--- src/rtl/bydin_pkg.sv ---
// Shared types and constants for the RS decoder arbiter slice.
package bydin_pkg;

  // Width of one channel's RS mode field.
  localparam int RS_MODE_W  = 2;
  // Width of one channel's saturating failure counter.
  localparam int FAIL_CNT_W = 16;

  // Arbiter FSM states.
  typedef enum logic [1:0] {
    ST_IDLE    = 2'd0,
    ST_BUSY    = 2'd1,
    ST_RELEASE = 2'd2
  } arb_state_e;

  // Saturating increment for a failure counter: holds at all-ones.
  function automatic logic [FAIL_CNT_W-1:0] sat_inc(input logic [FAIL_CNT_W-1:0] val);
    logic [FAIL_CNT_W-1:0] res;
    if (val == {FAIL_CNT_W{1'b1}}) begin
      res = val;
    end else begin
      res = val + {{(FAIL_CNT_W-1){1'b0}}, 1'b1};
    end
    return res;
  endfunction

endpackage

--- src/rtl/bydin_rs_arb_if.sv ---
// Channel-side and decoder-side bundle of the shared RS decoder arbiter.
interface bydin_rs_arb_if #(
  parameter int NCH = 2,
  parameter int DW  = 8
);
  import bydin_pkg::*;

  // Channel side
  logic [NCH-1:0]            ch_req;
  logic [RS_MODE_W*NCH-1:0]  ch_rs_mode;
  logic [NCH-1:0]            ch_en_in;
  logic [DW*NCH-1:0]         ch_din;
  logic [NCH-1:0]            ch_grant;
  logic [NCH-1:0]            ch_abort;
  logic [NCH-1:0]            ch_en_out;
  logic [DW-1:0]             ch_dout;
  logic [NCH-1:0]            fail_clr;
  logic [FAIL_CNT_W*NCH-1:0] fail_cnt;

  // Decoder side
  logic [RS_MODE_W-1:0]      rs_mode;
  logic                      rs_en_in;
  logic [DW-1:0]             rs_din;
  logic                      rs_row_finish;
  logic                      rs_cor_fail;
  logic                      rs_en_out;
  logic [DW-1:0]             rs_dout;

  // Environment view: drives channels and models the decoder.
  modport master (
    output ch_req, ch_rs_mode, ch_en_in, ch_din, fail_clr,
    output rs_row_finish, rs_cor_fail, rs_en_out, rs_dout,
    input  ch_grant, ch_abort, ch_en_out, ch_dout, fail_cnt,
    input  rs_mode, rs_en_in, rs_din
  );

  // Arbiter view.
  modport slave (
    input  ch_req, ch_rs_mode, ch_en_in, ch_din, fail_clr,
    input  rs_row_finish, rs_cor_fail, rs_en_out, rs_dout,
    output ch_grant, ch_abort, ch_en_out, ch_dout, fail_cnt,
    output rs_mode, rs_en_in, rs_din
  );

endinterface

--- src/rtl/bydin_rr_pick.sv ---
// Combinational round-robin picker: one-hot grant of the first requester
// found at or after ptr, wrapping from NCH-1 back to 0.
module bydin_rr_pick #(
  parameter int NCH = 2,
  parameter int PW  = (NCH > 1) ? $clog2(NCH) : 1
) (
  input  logic [NCH-1:0] req,
  input  logic [PW-1:0]  ptr,
  output logic [NCH-1:0] grant
);

  logic [PW:0]   sum_s;
  logic [PW-1:0] idx_s;
  logic          found_s;
  logic          hit_s;

  // Walk the channels in priority order starting at ptr; first hit wins.
  always_comb begin
    grant   = {NCH{1'b0}};
    found_s = 1'b0;
    hit_s   = 1'b0;
    sum_s   = {(PW+1){1'b0}};
    idx_s   = {PW{1'b0}};
    for (int k = 0; k < NCH; k++) begin
      sum_s = {1'b0, ptr} + (PW+1)'(k);
      if (sum_s >= (PW+1)'(NCH)) begin
        sum_s = sum_s - (PW+1)'(NCH);
      end else begin
        sum_s = sum_s;
      end
      idx_s        = sum_s[PW-1:0];
      hit_s        = ~found_s & req[idx_s];
      grant[idx_s] = grant[idx_s] | hit_s;
      found_s      = found_s | hit_s;
    end
  end

endmodule

--- src/rtl/bydin_rs_arb.sv ---
// Shares one RS decoder among NCH TS channels: round-robin row grants,
// per-row timeout with abort pulse, and per-channel failure counters.
module bydin_rs_arb
  import bydin_pkg::*;
#(
  parameter int NCH = 2,
  parameter int DW  = 8,
  parameter int TMO = 65535
) (
  input logic           clk,
  input logic           reset,
  bydin_rs_arb_if.slave bus
);

  localparam int          PW     = (NCH > 1) ? $clog2(NCH) : 1;
  localparam logic [15:0] TMO_C  = 16'(TMO);
  localparam logic [15:0] TMO_M1 = 16'(TMO - 1);

  arb_state_e state_r, state_nx_s;

  logic [PW-1:0]        ptr_r, ptr_nx_s;
  logic [PW-1:0]        owner_r, owner_nx_s;
  logic [NCH-1:0]       grant_r, grant_nx_s;
  logic [NCH-1:0]       abort_r, abort_nx_s;
  logic [RS_MODE_W-1:0] rs_mode_r, rs_mode_nx_s;
  logic [15:0]          timer_r, timer_nx_s;
  logic                 inc_s;
  logic                 timeout_s;
  logic [PW-1:0]        ptr_adv_s;

  logic [NCH-1:0][FAIL_CNT_W-1:0] fail_cnt_r;
  logic [NCH-1:0]                 inc_vec_s;

  logic [NCH-1:0]       pick_gnt_s;
  logic [PW-1:0]        pick_idx_s;
  logic [RS_MODE_W-1:0] pick_mode_s;
  logic [DW-1:0]        din_sel_s;
  logic                 en_sel_s;

  bydin_rr_pick #(
    .NCH (NCH),
    .PW  (PW)
  ) u_pick (
    .req   (bus.ch_req),
    .ptr   (ptr_r),
    .grant (pick_gnt_s)
  );

  assign timeout_s = (timer_r == TMO_C);
  assign ptr_adv_s = (owner_r == PW'(NCH - 1)) ? {PW{1'b0}} : owner_r + PW'(1);
  assign inc_vec_s = {NCH{inc_s}} & grant_r;

  // Encode the picker's one-hot result and fetch that channel's RS mode.
  always_comb begin
    pick_idx_s  = {PW{1'b0}};
    pick_mode_s = {RS_MODE_W{1'b0}};
    for (int k = 0; k < NCH; k++) begin
      pick_idx_s  = pick_idx_s | (pick_gnt_s[k] ? PW'(k) : {PW{1'b0}});
      pick_mode_s = pick_mode_s |
                    (pick_gnt_s[k] ? bus.ch_rs_mode[RS_MODE_W*k +: RS_MODE_W]
                                   : {RS_MODE_W{1'b0}});
    end
  end

  // FSM state register; reset drops straight back to IDLE.
  always_ff @(posedge clk or posedge reset) begin
    if (reset) begin
      state_r <= ST_IDLE;
    end else begin
      state_r <= state_nx_s;
    end
  end

  // FSM next state: a timed-out row takes precedence over a late finish.
  always_comb begin
    state_nx_s = state_r;
    case (state_r)
      ST_IDLE: begin
        if (|bus.ch_req) begin
          state_nx_s = ST_BUSY;
        end else begin
          state_nx_s = ST_IDLE;
        end
      end
      ST_BUSY: begin
        if (timeout_s || bus.rs_row_finish) begin
          state_nx_s = ST_RELEASE;
        end else begin
          state_nx_s = ST_BUSY;
        end
      end
      ST_RELEASE: state_nx_s = ST_IDLE;
      default:    state_nx_s = ST_IDLE;
    endcase
  end

  // FSM outputs: next grant/owner/pointer/timer/abort/mode and fail increment.
  always_comb begin
    grant_nx_s   = grant_r;
    owner_nx_s   = owner_r;
    ptr_nx_s     = ptr_r;
    timer_nx_s   = timer_r;
    abort_nx_s   = {NCH{1'b0}};
    rs_mode_nx_s = rs_mode_r;
    inc_s        = 1'b0;
    case (state_r)
      ST_IDLE: begin
        if (|bus.ch_req) begin
          grant_nx_s   = pick_gnt_s;
          owner_nx_s   = pick_idx_s;
          rs_mode_nx_s = pick_mode_s;
          timer_nx_s   = 16'd0;
        end else begin
          grant_nx_s = {NCH{1'b0}};
        end
      end
      ST_BUSY: begin
        if (timeout_s) begin
          grant_nx_s = {NCH{1'b0}};
          ptr_nx_s   = ptr_adv_s;
          timer_nx_s = 16'd0;
        end else if (bus.rs_row_finish) begin
          grant_nx_s = {NCH{1'b0}};
          ptr_nx_s   = ptr_adv_s;
          timer_nx_s = 16'd0;
          inc_s      = bus.rs_cor_fail;
        end else if (timer_r == TMO_M1) begin
          // Abort is raised while the grant is still held; grant drops next cycle.
          abort_nx_s = grant_r;
          timer_nx_s = timer_r + 16'd1;
        end else begin
          timer_nx_s = timer_r + 16'd1;
        end
      end
      ST_RELEASE: grant_nx_s = {NCH{1'b0}};
      default:    grant_nx_s = {NCH{1'b0}};
    endcase
  end

  // Arbitration registers behind the FSM outputs.
  always_ff @(posedge clk or posedge reset) begin
    if (reset) begin
      grant_r   <= {NCH{1'b0}};
      owner_r   <= {PW{1'b0}};
      ptr_r     <= {PW{1'b0}};
      timer_r   <= 16'd0;
      abort_r   <= {NCH{1'b0}};
      rs_mode_r <= {RS_MODE_W{1'b0}};
    end else begin
      grant_r   <= grant_nx_s;
      owner_r   <= owner_nx_s;
      ptr_r     <= ptr_nx_s;
      timer_r   <= timer_nx_s;
      abort_r   <= abort_nx_s;
      rs_mode_r <= rs_mode_nx_s;
    end
  end

  // Per-channel failure counters; a clear coinciding with a failure leaves 1.
  always_ff @(posedge clk or posedge reset) begin
    if (reset) begin
      fail_cnt_r <= {(NCH*FAIL_CNT_W){1'b0}};
    end else begin
      for (int k = 0; k < NCH; k++) begin
        if (bus.fail_clr[k]) begin
          fail_cnt_r[k] <= inc_vec_s[k] ? {{(FAIL_CNT_W-1){1'b0}}, 1'b1}
                                        : {FAIL_CNT_W{1'b0}};
        end else if (inc_vec_s[k]) begin
          fail_cnt_r[k] <= sat_inc(fail_cnt_r[k]);
        end
      end
    end
  end

  // Route the owner's symbol stream to the decoder; silence it outside BUSY.
  always_comb begin
    din_sel_s = {DW{1'b0}};
    en_sel_s  = 1'b0;
    for (int k = 0; k < NCH; k++) begin
      din_sel_s = din_sel_s | (grant_r[k] ? bus.ch_din[DW*k +: DW] : {DW{1'b0}});
      en_sel_s  = en_sel_s | (grant_r[k] & bus.ch_en_in[k]);
    end
    if (state_r == ST_BUSY) begin
      bus.rs_en_in = en_sel_s;
      bus.rs_din   = din_sel_s;
    end else begin
      bus.rs_en_in = 1'b0;
      bus.rs_din   = {DW{1'b0}};
    end
  end

  assign bus.ch_grant  = grant_r;
  assign bus.ch_abort  = abort_r;
  assign bus.rs_mode   = rs_mode_r;
  assign bus.ch_en_out = {NCH{bus.rs_en_out}} & grant_r;
  assign bus.ch_dout   = bus.rs_dout;
  assign bus.fail_cnt  = fail_cnt_r;

endmodule

--- src/flat_wrapper.sv ---
// flat-port wrapper written by rule: the top's interface ports become plain ports
module bydin_rs_arb_flat import bydin_pkg::*;
#(
  parameter int NCH = 2,
  parameter int DW  = 8,
  parameter int TMO = 65535
)
  (clk, reset, bus_ch_req, bus_ch_rs_mode, bus_ch_en_in, bus_ch_din, bus_fail_clr, bus_rs_row_finish, bus_rs_cor_fail, bus_rs_en_out, bus_rs_dout, bus_ch_grant, bus_ch_abort, bus_ch_en_out, bus_ch_dout, bus_fail_cnt, bus_rs_mode, bus_rs_en_in, bus_rs_din);
  bydin_rs_arb_if #(.NCH(NCH), .DW(DW)) bus_i ();
  input logic clk;
  input logic reset;
  input wire logic [$bits(bus_i.ch_req)-1:0] bus_ch_req;
  input wire logic [$bits(bus_i.ch_rs_mode)-1:0] bus_ch_rs_mode;
  input wire logic [$bits(bus_i.ch_en_in)-1:0] bus_ch_en_in;
  input wire logic [$bits(bus_i.ch_din)-1:0] bus_ch_din;
  input wire logic [$bits(bus_i.fail_clr)-1:0] bus_fail_clr;
  input wire logic [$bits(bus_i.rs_row_finish)-1:0] bus_rs_row_finish;
  input wire logic [$bits(bus_i.rs_cor_fail)-1:0] bus_rs_cor_fail;
  input wire logic [$bits(bus_i.rs_en_out)-1:0] bus_rs_en_out;
  input wire logic [$bits(bus_i.rs_dout)-1:0] bus_rs_dout;
  output wire logic [$bits(bus_i.ch_grant)-1:0] bus_ch_grant;
  output wire logic [$bits(bus_i.ch_abort)-1:0] bus_ch_abort;
  output wire logic [$bits(bus_i.ch_en_out)-1:0] bus_ch_en_out;
  output wire logic [$bits(bus_i.ch_dout)-1:0] bus_ch_dout;
  output wire logic [$bits(bus_i.fail_cnt)-1:0] bus_fail_cnt;
  output wire logic [$bits(bus_i.rs_mode)-1:0] bus_rs_mode;
  output wire logic [$bits(bus_i.rs_en_in)-1:0] bus_rs_en_in;
  output wire logic [$bits(bus_i.rs_din)-1:0] bus_rs_din;
  assign bus_i.ch_req = bus_ch_req;
  assign bus_i.ch_rs_mode = bus_ch_rs_mode;
  assign bus_i.ch_en_in = bus_ch_en_in;
  assign bus_i.ch_din = bus_ch_din;
  assign bus_i.fail_clr = bus_fail_clr;
  assign bus_i.rs_row_finish = bus_rs_row_finish;
  assign bus_i.rs_cor_fail = bus_rs_cor_fail;
  assign bus_i.rs_en_out = bus_rs_en_out;
  assign bus_i.rs_dout = bus_rs_dout;
  assign bus_ch_grant = bus_i.ch_grant;
  assign bus_ch_abort = bus_i.ch_abort;
  assign bus_ch_en_out = bus_i.ch_en_out;
  assign bus_ch_dout = bus_i.ch_dout;
  assign bus_fail_cnt = bus_i.fail_cnt;
  assign bus_rs_mode = bus_i.rs_mode;
  assign bus_rs_en_in = bus_i.rs_en_in;
  assign bus_rs_din = bus_i.rs_din;
  bydin_rs_arb #(.NCH(NCH), .DW(DW), .TMO(TMO)) u_core (.clk(clk), .reset(reset), .bus(bus_i));
endmodule
--- config.mk ---
export PLATFORM = sky130hd
export DESIGN_NAME = bydin_rs_arb_flat
export DESIGN_NICKNAME = d
export VERILOG_FILES = /design/src/rtl/bydin_pkg.sv /design/src/rtl/bydin_rs_arb_if.sv /design/src/rtl/bydin_rr_pick.sv /design/src/rtl/bydin_rs_arb.sv /design/src/flat_wrapper.sv
export SDC_FILE = /design/constraint.sdc
export NUM_CORES = 1
export LEC_CHECK = 0
export CAP_MARGIN = 20
export CORE_AREA = 2 2 73 103
export CTS_BUF_LIST = sky130_fd_sc_hd__clkbuf_8
export CTS_CLUSTER_SIZE = 8
export DETAILED_ROUTE_END_ITERATION = 12
export DIE_AREA = 0 0 75 105
export GPL_TIMING_DRIVEN = 1
export PLACE_DENSITY_LB_ADDON = 0.25
export RECOVER_POWER = 25
export SYNTH_ARGS = -nofsm -noshare
export SYNTH_HDL_FRONTEND = slang
export SYNTH_SLANG_ARGS = --single-unit
--- constraint.sdc ---
create_clock -name clk -period 2.45 [get_ports clk]
set_clock_uncertainty 0.15 [all_clocks]
set_input_delay 0.735 -clock clk [delete_from_list [all_inputs] [get_ports clk]]
set_output_delay 0.735 -clock clk [all_outputs]
set_load 0.02 [all_outputs]
# == Yosys cells after proc, flatten, opt, wreduce, memory -nomap -nowiden ==
# Index checks and enable logic that the tools add are counted.
# totals
out_inout_bits,57
inputBits,39
ff_bits,58
# op_classes
n_eq_ne,9
order_cmp,6
bitwise_logic,12
addsub,7
n_reduce_logical,14
n_mux,50
# op_table
operator,n
$mux 16,9
$eq 16x16->1 const B,4
$add 16x1->16 const B,3
$pmux 16 s2,1
$mux 8,3
$mux 1,22
$mux 2,10
$reduce_and 2->1,5
$or 8x8->8,1
$pmux 2 s2,2
$reduce_bool 2->1,4
$and 2x2->2,3
$lt 1x2->1 const B,2
$ne 2x2->1 const B,2
$and 1x1->1,3
$ne 3x2->1 const B,1
$or 1x1->1,3
$add 1x1->2 const B,1
$bwmux 2,1
$demux 1 s1,2
$eq 2x1->1 const B,1
$ge 1x1->1 const B,2
$ge 1x2->1 const B,1
$ge 2x2->1 const B,1
9 further kinds,11

# == Depth between registers and ports, before layout ==
# Gate-level depths: netlist of run 1.
# depth
word_depth,13
ltp_mapped,8
depth_no_buf,6

# == Modules after synthesis ==
# A second synthesis of run 1 with hierarchy kept.
# unflattened
hier_cells,364
hier_area_um2,3299.4
# by_module_without_submodules
mod,cells_per_inst,area_per_inst_um2,instances
bydin_rs_arb,361,3280.6,1
bydin_rr_pick,3,18.8,1

# == Worst setup path before layout of run 1 ==
# No wires, ideal clock.
# synth_timing
kind,reg-to-reg
startpoint,register u_core.fail_cnt_r (netlist bit u_core.bus.fail_cnt[16])
endpoint,register u_core.fail_cnt_r (netlist bit u_core.bus.fail_cnt[30])
t_required_ns,2.173
stages_incl_launch_ff,8
path_slack_ns,0.161
arrival_time_ns,2.012
synth_period_minus_slack_ns,2.289
path_buffers,1
path_cell_list,dfrtp_1 ha_1 and3_1 buf_2 and4_4 a211oi_4 nand4_1 mux2_1
# synth_between
elab_chain_len,4
# synth_lines
element,line,rtl
from (decl),bydin_rs_arb.sv:31,logic [NCH-1:0][FAIL_CNT_W-1:0] fail_cnt_r;
from (signal assigned),bydin_rs_arb.sv:162,fail_cnt_r <= {(NCH*FAIL_CNT_W){1'b0}};
"from (signal, indexed assignment)",bydin_rs_arb.sv:166,"fail_cnt_r[k] <= inc_vec_s[k] ? {{(FAIL_CNT_W-1){1'b0}}, 1'b1}"
"from (signal, indexed assignment)",bydin_rs_arb.sv:169,fail_cnt_r[k] <= sat_inc(fail_cnt_r[k]);
$add 16x1->16,bydin_pkg.sv:22,"res = val + {{(FAIL_CNT_W-1){1'b0}}, 1'b1};"
$mux 16,bydin_pkg.sv:19,if (val == {FAIL_CNT_W{1'b1}}) begin
$mux 16,bydin_rs_arb.sv:168,end else if (inc_vec_s[k]) begin
$mux 16,bydin_rs_arb.sv:165,if (bus.fail_clr[k]) begin
# Parallel ways exist; a longest one is shown, timed or not. The select of a mux whose other input is x is not followed.
# A chain may end at the register's enable or synchronous reset.

# == Worst setup path in the final report of run 1 ==
# layout_timing
startpoint,input bus_rs_cor_fail
endpoint,register u_core.fail_cnt_r (netlist bit u_core.bus.fail_cnt[30])
# layout_between
elab_chain_len,6
# layout_lines
element,line,rtl
from (decl),flat_wrapper.sv:18,input wire logic [$bits(bus_i.rs_cor_fail)-1:0] bus_rs_cor_fail;
$mux 1,bydin_rs_arb.sv:122,end else if (bus.rs_row_finish) begin
$mux 1,bydin_rs_arb.sv:118,if (timeout_s) begin
$mux 1,bydin_rs_arb.sv:106,case (state_r)
$and 2x2->2,bydin_rs_arb.sv:51,assign inc_vec_s = {NCH{inc_s}} & grant_r;
$reduce_bool 2->1 (no source line),--,
$reduce_and 2->1 (no source line),--,
# Every way passes these cells.

==> results of run 1 <==
## critical path, stage by stage
cell and delay [ns]:
clkdlybuf4s50_1 0.48, and4b_2 0.33, buf_6 0.14, nand2_8 0.08
a211oi_4 0.25, nand4_1 0.14, mux2_1 0.34
## cell usage in the layout, fill, tap and decap left out, drive strengths merged, types with 9 or more instances in the layout
master / n
dfrtp: 58
or4: 10
o21ai: 16
nand3: 24
and3: 9
inv: 13
clkbuf: 12
a21oi: 18
clkdlybuf4s50: 59
xnor2: 15
nor3: 11
nand2: 29
buf: 41
a22oi: 11
nor2: 42
nand4: 10
## worst paths after layout
kind,start,endpoint,slack [ns]
worst max-delay path,bus_rs_cor_fail,u_core.bus.fail_cnt[30]$_DFFE_PP0P_,0.01
worst min-delay path,u_core.owner_r$_DFFE_PP0P_,u_core.owner_r$_DFFE_PP0P_,0.34
worst max register to register,u_core.timer_r[0]$_DFFE_PP0P_,u_core.bus.fail_cnt[30]$_DFFE_PP0P_,0.15
worst min register to register,u_core.owner_r$_DFFE_PP0P_,u_core.owner_r$_DFFE_PP0P_,0.34
max in group asynchronous,reset,u_core.bus.ch_grant[0]$_DFFE_PP0P_,0.61
min in group asynchronous,reset,u_core.bus.fail_cnt[24]$_DFFE_PP0P_,0.96
## cell usage after synthesis, types with 5 or more instances
cell type	instances	area [sq um]
xnor2_1	15	131
nand3_1	22	110
xor2_1	6	52.6
nand4_1	8	50.1
and3_1	9	56.3
buf_4	9	67.6
nor3_1	10	50.1
nor2_1	42	158
nor4_1	5	31.3
inv_1	13	48.8
o21ai_0	8	40.0
a2111oi_2	5	75.1
a22oi_1	11	82.6
o21ai_1	7	35.0
or4_1	9	67.6
nand2_1	28	105
or3_1	5	31.3
o31ai_1	8	60.1
a21oi_1	15	75.1
dfrtp_1	58	1450
clkbuf_1	5	18.8
## what timing repair did
| item | in CTS | in global routing |
|---|---|---|
| endpoints found under the setup margin | 12 | 21 |
| buffers inserted | 1 | 1 |
| pin swaps | 1 | 13 |
| gates resized for setup | 47 | 28 |
## kinds of logic after synthesis
logic type | count (synthesis) | share of synthesized area
xor+xnor | 21 | 0.0538
compound gates | 73 | 0.162
fa+ha+maj | 4 | 0.0146
buf+inv | 35 | 0.0552
simple gates | 168 | 0.280
mux | 3 | 0.00951
flops | 58 | 0.424
## sequential cells by signal, summed over array words and instances, names as in the netlist
register / cells
u_core.timer_r: 16
u_core.bus.ch_abort: 2
u_core.bus.rs_mode: 2
u_core.bus.ch_grant: 2
u_core.owner_r: 1
u_core.ptr_r: 1
u_core.state_r: 2
u_core.bus.fail_cnt: 32
## final cells by class
type	instances	area, sq um	share of cell area
clock buffers	11	151	0.0325
clock inverters	4	18.8	0.00403
inverters	13	48.8	0.0105
multi-input cells	269	1840	0.396
flip-flops and latches	58	1450	0.312
well taps	95	119	0.0256
repair buffers	110	1020	0.219
## power groups by stage
stage	clock [mW]	combinational, mW	sequential, mW
3_3_place_gp	0	0.803	1.14
5_1_grt	0.822	0.952	1.12
6_report	0.773	0.871	1.11
2_1_floorplan	0	0.421	1.17
4_1_cts	0.786	0.830	1.11
3_5_place_dp	0	0.822	1.15
## layer usage
metal  global-route usage  vias to the layer above  part of all wire
met1                0.261                     1534              0.40
met3               0.0405                       15             0.047
met2                0.403                       85              0.53
met5                    0                        -                 0
met4               0.0867                        0             0.023
li1                     -                     1510                 -
## per-stage QoR
stage / worst slack, ns / util / hold slack (ns) / TNS, ns / cell area, sq um
after floorplan: 0.137 / - / 0.286 / 0 / 3420
after global placement: -0.436 / 0.641 / 0.303 / -11.32 / 4420
after detailed placement: -0.468 / 0.641 / 0.324 / -12.60 / 4420
after CTS: -0.0209 / 0.660 / 0.338 / -0.0305 / 4550
after global routing: -0.0241 / 0.675 / 0.367 / -0.0460 / 4650
final: 0.0141 / 0.675 / 0.335 / 0 / 4650
==> flow_summary_export.csv, run 1 <==
group,metric,value,unit
status,status,"finished clean",
logic_synthesis,postSynthCellCount,362,
sta,finalSetupViolCount,0,
global_route,track_usage,0.227,
critical_path,end_kind,"register",
drt,viasPerCell,5.61,
power_and_ir_drop,power_frac_seq,0.404,
critical_path,startpoint_type,"input pin",
logic_synthesis,synth_edf_count,0,
clock_network,root_buffer,"clkbuf_8",
logic_synthesis,syn_nets,405,
clock_network,cts_tree,"done",
critical_path,required,2.51,ns
die,rows,36,
drt,detail_route.wl_per_cell,15.7,microns
sta,worst_slew_pin_slew,0.808,ns
critical_path,crit_type,"input pin to register",
sta,post-route-period-util,0.994,
finish,num-nets-final,504,
finish,area_growth,36.0,%
placement,io_buffers,79,
finish,n_antenna_cell,0,
power_and_ir_drop,sw_frac_of_total,0.343,
clock_network,ctsHoldBuffers,0,
clock_network,numCtsBuffers,9,
global_route,grt_pass1_wl,14000,microns
power_and_ir_drop,finalPower,2.76,mW
logic_synthesis,async_flop_share,1.00,
logic_synthesis,syn_area,3420,sq um
clock_network,clock_latency,0.33,ns
drt,dr.pass1.iters,4,
placement,hpwl,6270,microns
die,dieWidth,75,microns
global_route,antenna_found_initial,0,
sta,hold_violations,0,
placement,placed_cells,543,
power_and_ir_drop,power.internal,1.81,mW
sta,grt_setup_unrepaired,"yes",
worst_hold_path,min_path_cells,2,
die,fp.coreArea,6890,sq um
global_route,grt_max_degree,59,
critical_path,cp_data_arrival_time,2.49,ns
power_and_ir_drop,powerDensity,593,nW/um^2
drt,drt_iter0_drc,135,
die,start_util,0.496,
drt,num_vias,3144,
global_route,first_global_vias,3097,
power_and_ir_drop,clockPowerShare,0.280,
power_and_ir_drop,ir_worst_vdd,0.578,mV
clock_network,clock-sinks,58,
sta,slew_viol_final,0,
clock_network,cts_buffer_depth,2,
critical_path,r2r_cells,7,
logic_synthesis,ys.flop_type,"dfrtp_1",
finish,final-instance-count-excl-fill,560,
clock_network,clk_pin_slew,0.06,ns
sta,slew_headroom,0.461,
drt,final_antenna_net_count,0,
power_and_ir_drop,switching_power,0.946,mW
worst_hold_path,hold_class,"register to register",
sta,period_needed,2.44,ns
logic_synthesis,avgSynthCellArea,9.45,sq um
critical_path,crit_fanout,8,
power_and_ir_drop,power_frac_comb,0.316,
finish,drive_above_1_share,0.198,
die,io_pins,96,
global_route,grt_overflow,0,
logic_synthesis,yosysUniqueCellTypes,64,
die,die_height,105,microns
clock_network,htreeDepth,3,
drt,post-route-drc-count,0,
logic_synthesis,synth_warnings,0,
sta,fmax,411,MHz
logic_synthesis,yosysSeqAreaShare,0.424,
die,die_area,7880,sq um
logic_synthesis,ys_seq_elements,58,
power_and_ir_drop,leakagePower,1.97,nW
placement,gp_congestion,0.812,
run,max_cap_violations,0,
drt,drt-total-wl,8810,microns
finish,fillCellCount,560,
(Power assumes the default switching activity.)
==> run 2, diff against run 1 <==
--- a/config.mk
+++ b/config.mk
@@ -6,11 +6,10 @@
 export NUM_CORES = 1
 export LEC_CHECK = 0
 export CAP_MARGIN = 20
-export CORE_AREA = 2 2 73 103
-export CTS_BUF_LIST = sky130_fd_sc_hd__clkbuf_8
+export CORE_AREA = 2 2 75 105
 export CTS_CLUSTER_SIZE = 8
 export DETAILED_ROUTE_END_ITERATION = 12
-export DIE_AREA = 0 0 75 105
+export DIE_AREA = 0 0 77 107
 export GPL_TIMING_DRIVEN = 1
 export PLACE_DENSITY_LB_ADDON = 0.25
 export RECOVER_POWER = 25
==> run 2 against run 1 <==
  * Via count up 0.51%
  * Sequential share of layout area about the same
  * Total power up 3.5%
  * Final area about the same
  * Clock power up 11%
  * Global-route usage down 0.78 points
  * Die area up 4.6%
  * Critical endpoint is now bus_rs_din[6]
==> flow_summary_export.csv, run 2 (synthesis gave the netlist of run 1 again) <==
group,metric,value,unit
finish,n_antenna_cell,0,
drt,detail_route.wl_per_cell,15.6,microns
global_route,first_global_vias,3067,
sta,grt_setup_unrepaired,"yes",
drt,post-route-drc-count,0,
power_and_ir_drop,clockPowerShare,0.300,
drt,drt_iter0_drc,101,
die,die_height,107,microns
power_and_ir_drop,ir_worst_vdd,0.688,mV
critical_path,crit_fanout,1,
global_route,track_usage,0.219,
power_and_ir_drop,leakagePower,1.99,nW
placement,pre_cts_ws,-0.443,ns
die,io_pins,96,
worst_hold_path,hold_class,"register to register",
sta,worst_slew_pin_slew,0.703,ns
finish,fillCellCount,650,
drt,viasPerCell,5.58,
critical_path,end_kind,"primary output",
sta,finalSetupViolCount,0,
power_and_ir_drop,power.internal,1.91,mW
critical_path,required,1.56,ns
placement,hpwl,6520,microns
finish,largest_register_ffs,32,
die,die_area,8240,sq um
clock_network,clk_pin_slew,0.07,ns
die,dieWidth,77,microns
clock_network,clock-sinks,58,
clock_network,ctsHoldBuffers,0,
sta,fmax,409,MHz
placement,placed_cells,547,
global_route,grt_pass1_wl,14400,microns
global_route,antenna_found_initial,0,
drt,dr.pass1.iters,4,
sta,slew_headroom,0.531,
placement,placed_area,4450,sq um
finish,design_area,4650,sq um
power_and_ir_drop,power_frac_seq,0.396,
clock_network,numCtsBuffers,9,
placement,io_buffers,79,
power_and_ir_drop,sw_frac_of_total,0.331,
die,rows,37,
sta,slew_viol_final,0,
critical_path,crit_type,"input pin to primary output",
sta,post-route-period-util,0.998,
finish,layout_common_cells,"60 x clkdlybuf4s50_1, 56 x dfrtp_1, 42 x nor2_1",
clock_network,root_buffer,"clkbuf_8",
finish,area_growth,36.0,%
clock_network,htreeDepth,3,
placement,gp_congestion,0.815,
clock_network,clock_latency,0.35,ns
global_route,grt_max_degree,24,
drt,num_vias,3160,
status,status,"finished clean",
finish,final_common_cell,"clkdlybuf4s50_1",
sta,period_needed,2.45,ns
sta,finalWorstSetupSlack,0.00391,ns
power_and_ir_drop,finalPower,2.86,mW
finish,final-instance-count-excl-fill,566,
clock_network,cts_buffer_depth,2,
finish,fin_util,0.636,
clock_network,cts_tree,"done",
drt,final_antenna_net_count,0,
power_and_ir_drop,powerDensity,614,nW/um^2
finish,num-nets-final,508,
critical_path,cp_data_arrival_time,1.56,ns
finish,drive_above_1_share,0.203,
sta,hold_violations,0,
critical_path,startpoint_type,"input pin",
die,start_util,0.468,
drt,drt-total-wl,8830,microns
die,fp.coreArea,7310,sq um
run,max_cap_violations,0,
power_and_ir_drop,power_frac_comb,0.304,
global_route,grt_overflow,0,
power_and_ir_drop,switching_power,0.944,mW
run 2: area by class of cell:
| cell class | instances | area (sq um) | area share |
|---|---|---|---|
| clock buffer | 12 | 145 | 0.0312 |
| inverter | 13 | 48.8 | 0.0105 |
| sequential | 58 | 1450 | 0.312 |
| multi-input combinational | 269 | 1820 | 0.390 |
| tap | 97 | 121 | 0.0261 |
| clock inverter | 3 | 40.0 | 0.00860 |
| timing repair buffer | 114 | 1030 | 0.221 |
run 2: stage by stage:
step	hold WS, ns	setup TNS (ns)
2_1_floorplan	0.286	0
3_3_place_gp	0.307	-11.25
3_5_place_dp	0.321	-12.34
4_1_cts	0.330	0
5_1_grt	0.366	-0.0718
6_report	0.326	0
run 2: worst max-delay path: stages:
cell and delay, ns:
clkdlybuf4s50_1 0.47, a22oi_2 0.07, nor2_1 0.12, buf_4 0.16
run 2: final timing paths:
kind / start / endpoint / slack [ns] / cells past startpoint
hold reg to reg: u_core.owner_r$_DFFE_PP0P_ / u_core.ptr_r$_DFFE_PP0P_ / 0.33 / 1
setup reg to reg: u_core.timer_r[0]$_DFFE_PP0P_ / u_core.timer_r[7]$_DFFE_PP0P_ / 0.17 / 7
min in group asynchronous: reset / u_core.timer_r[4]$_DFFE_PP0P_ / 0.79 / 2
max in group asynchronous: reset / u_core.timer_r[8]$_DFFE_PP0P_ / 0.31 / 3
hold / removal: u_core.owner_r$_DFFE_PP0P_ / u_core.ptr_r$_DFFE_PP0P_ / 0.33 / 1
setup / recovery: bus_ch_din[6] / bus_rs_din[6] / 0.004 / 4
run 2: timing repair:
item | in CTS | in global routing
hold endpoints to repair | 0 | 0
pin swaps | 0 | 8
buffers inserted | 1 | 3
gates resized for setup | 46 | 21
setup endpoints to repair | 13 | 19
run 2: power by group through the flow:
stage | Sequential [mW] | Clock, mW | Combinational [mW]
after global placement | 1.17 | 0 | 0.794
after detailed placement | 1.17 | 0 | 0.806
final | 1.13 | 0.855 | 0.868
after floorplan | 1.17 | 0 | 0.421
after CTS | 1.13 | 0.870 | 0.803
after global routing | 1.14 | 0.903 | 0.945
run 2: metal layers:
layer / track usage / share of wire / vias to the layer above
li1: - / - / 1519
met1: 0.244 / 0.39 / 1539
met2: 0.390 / 0.52 / 86
met3: 0.0631 / 0.055 / 16
met4: 0.0944 / 0.025 / 0
met5: 0 / 0 / -
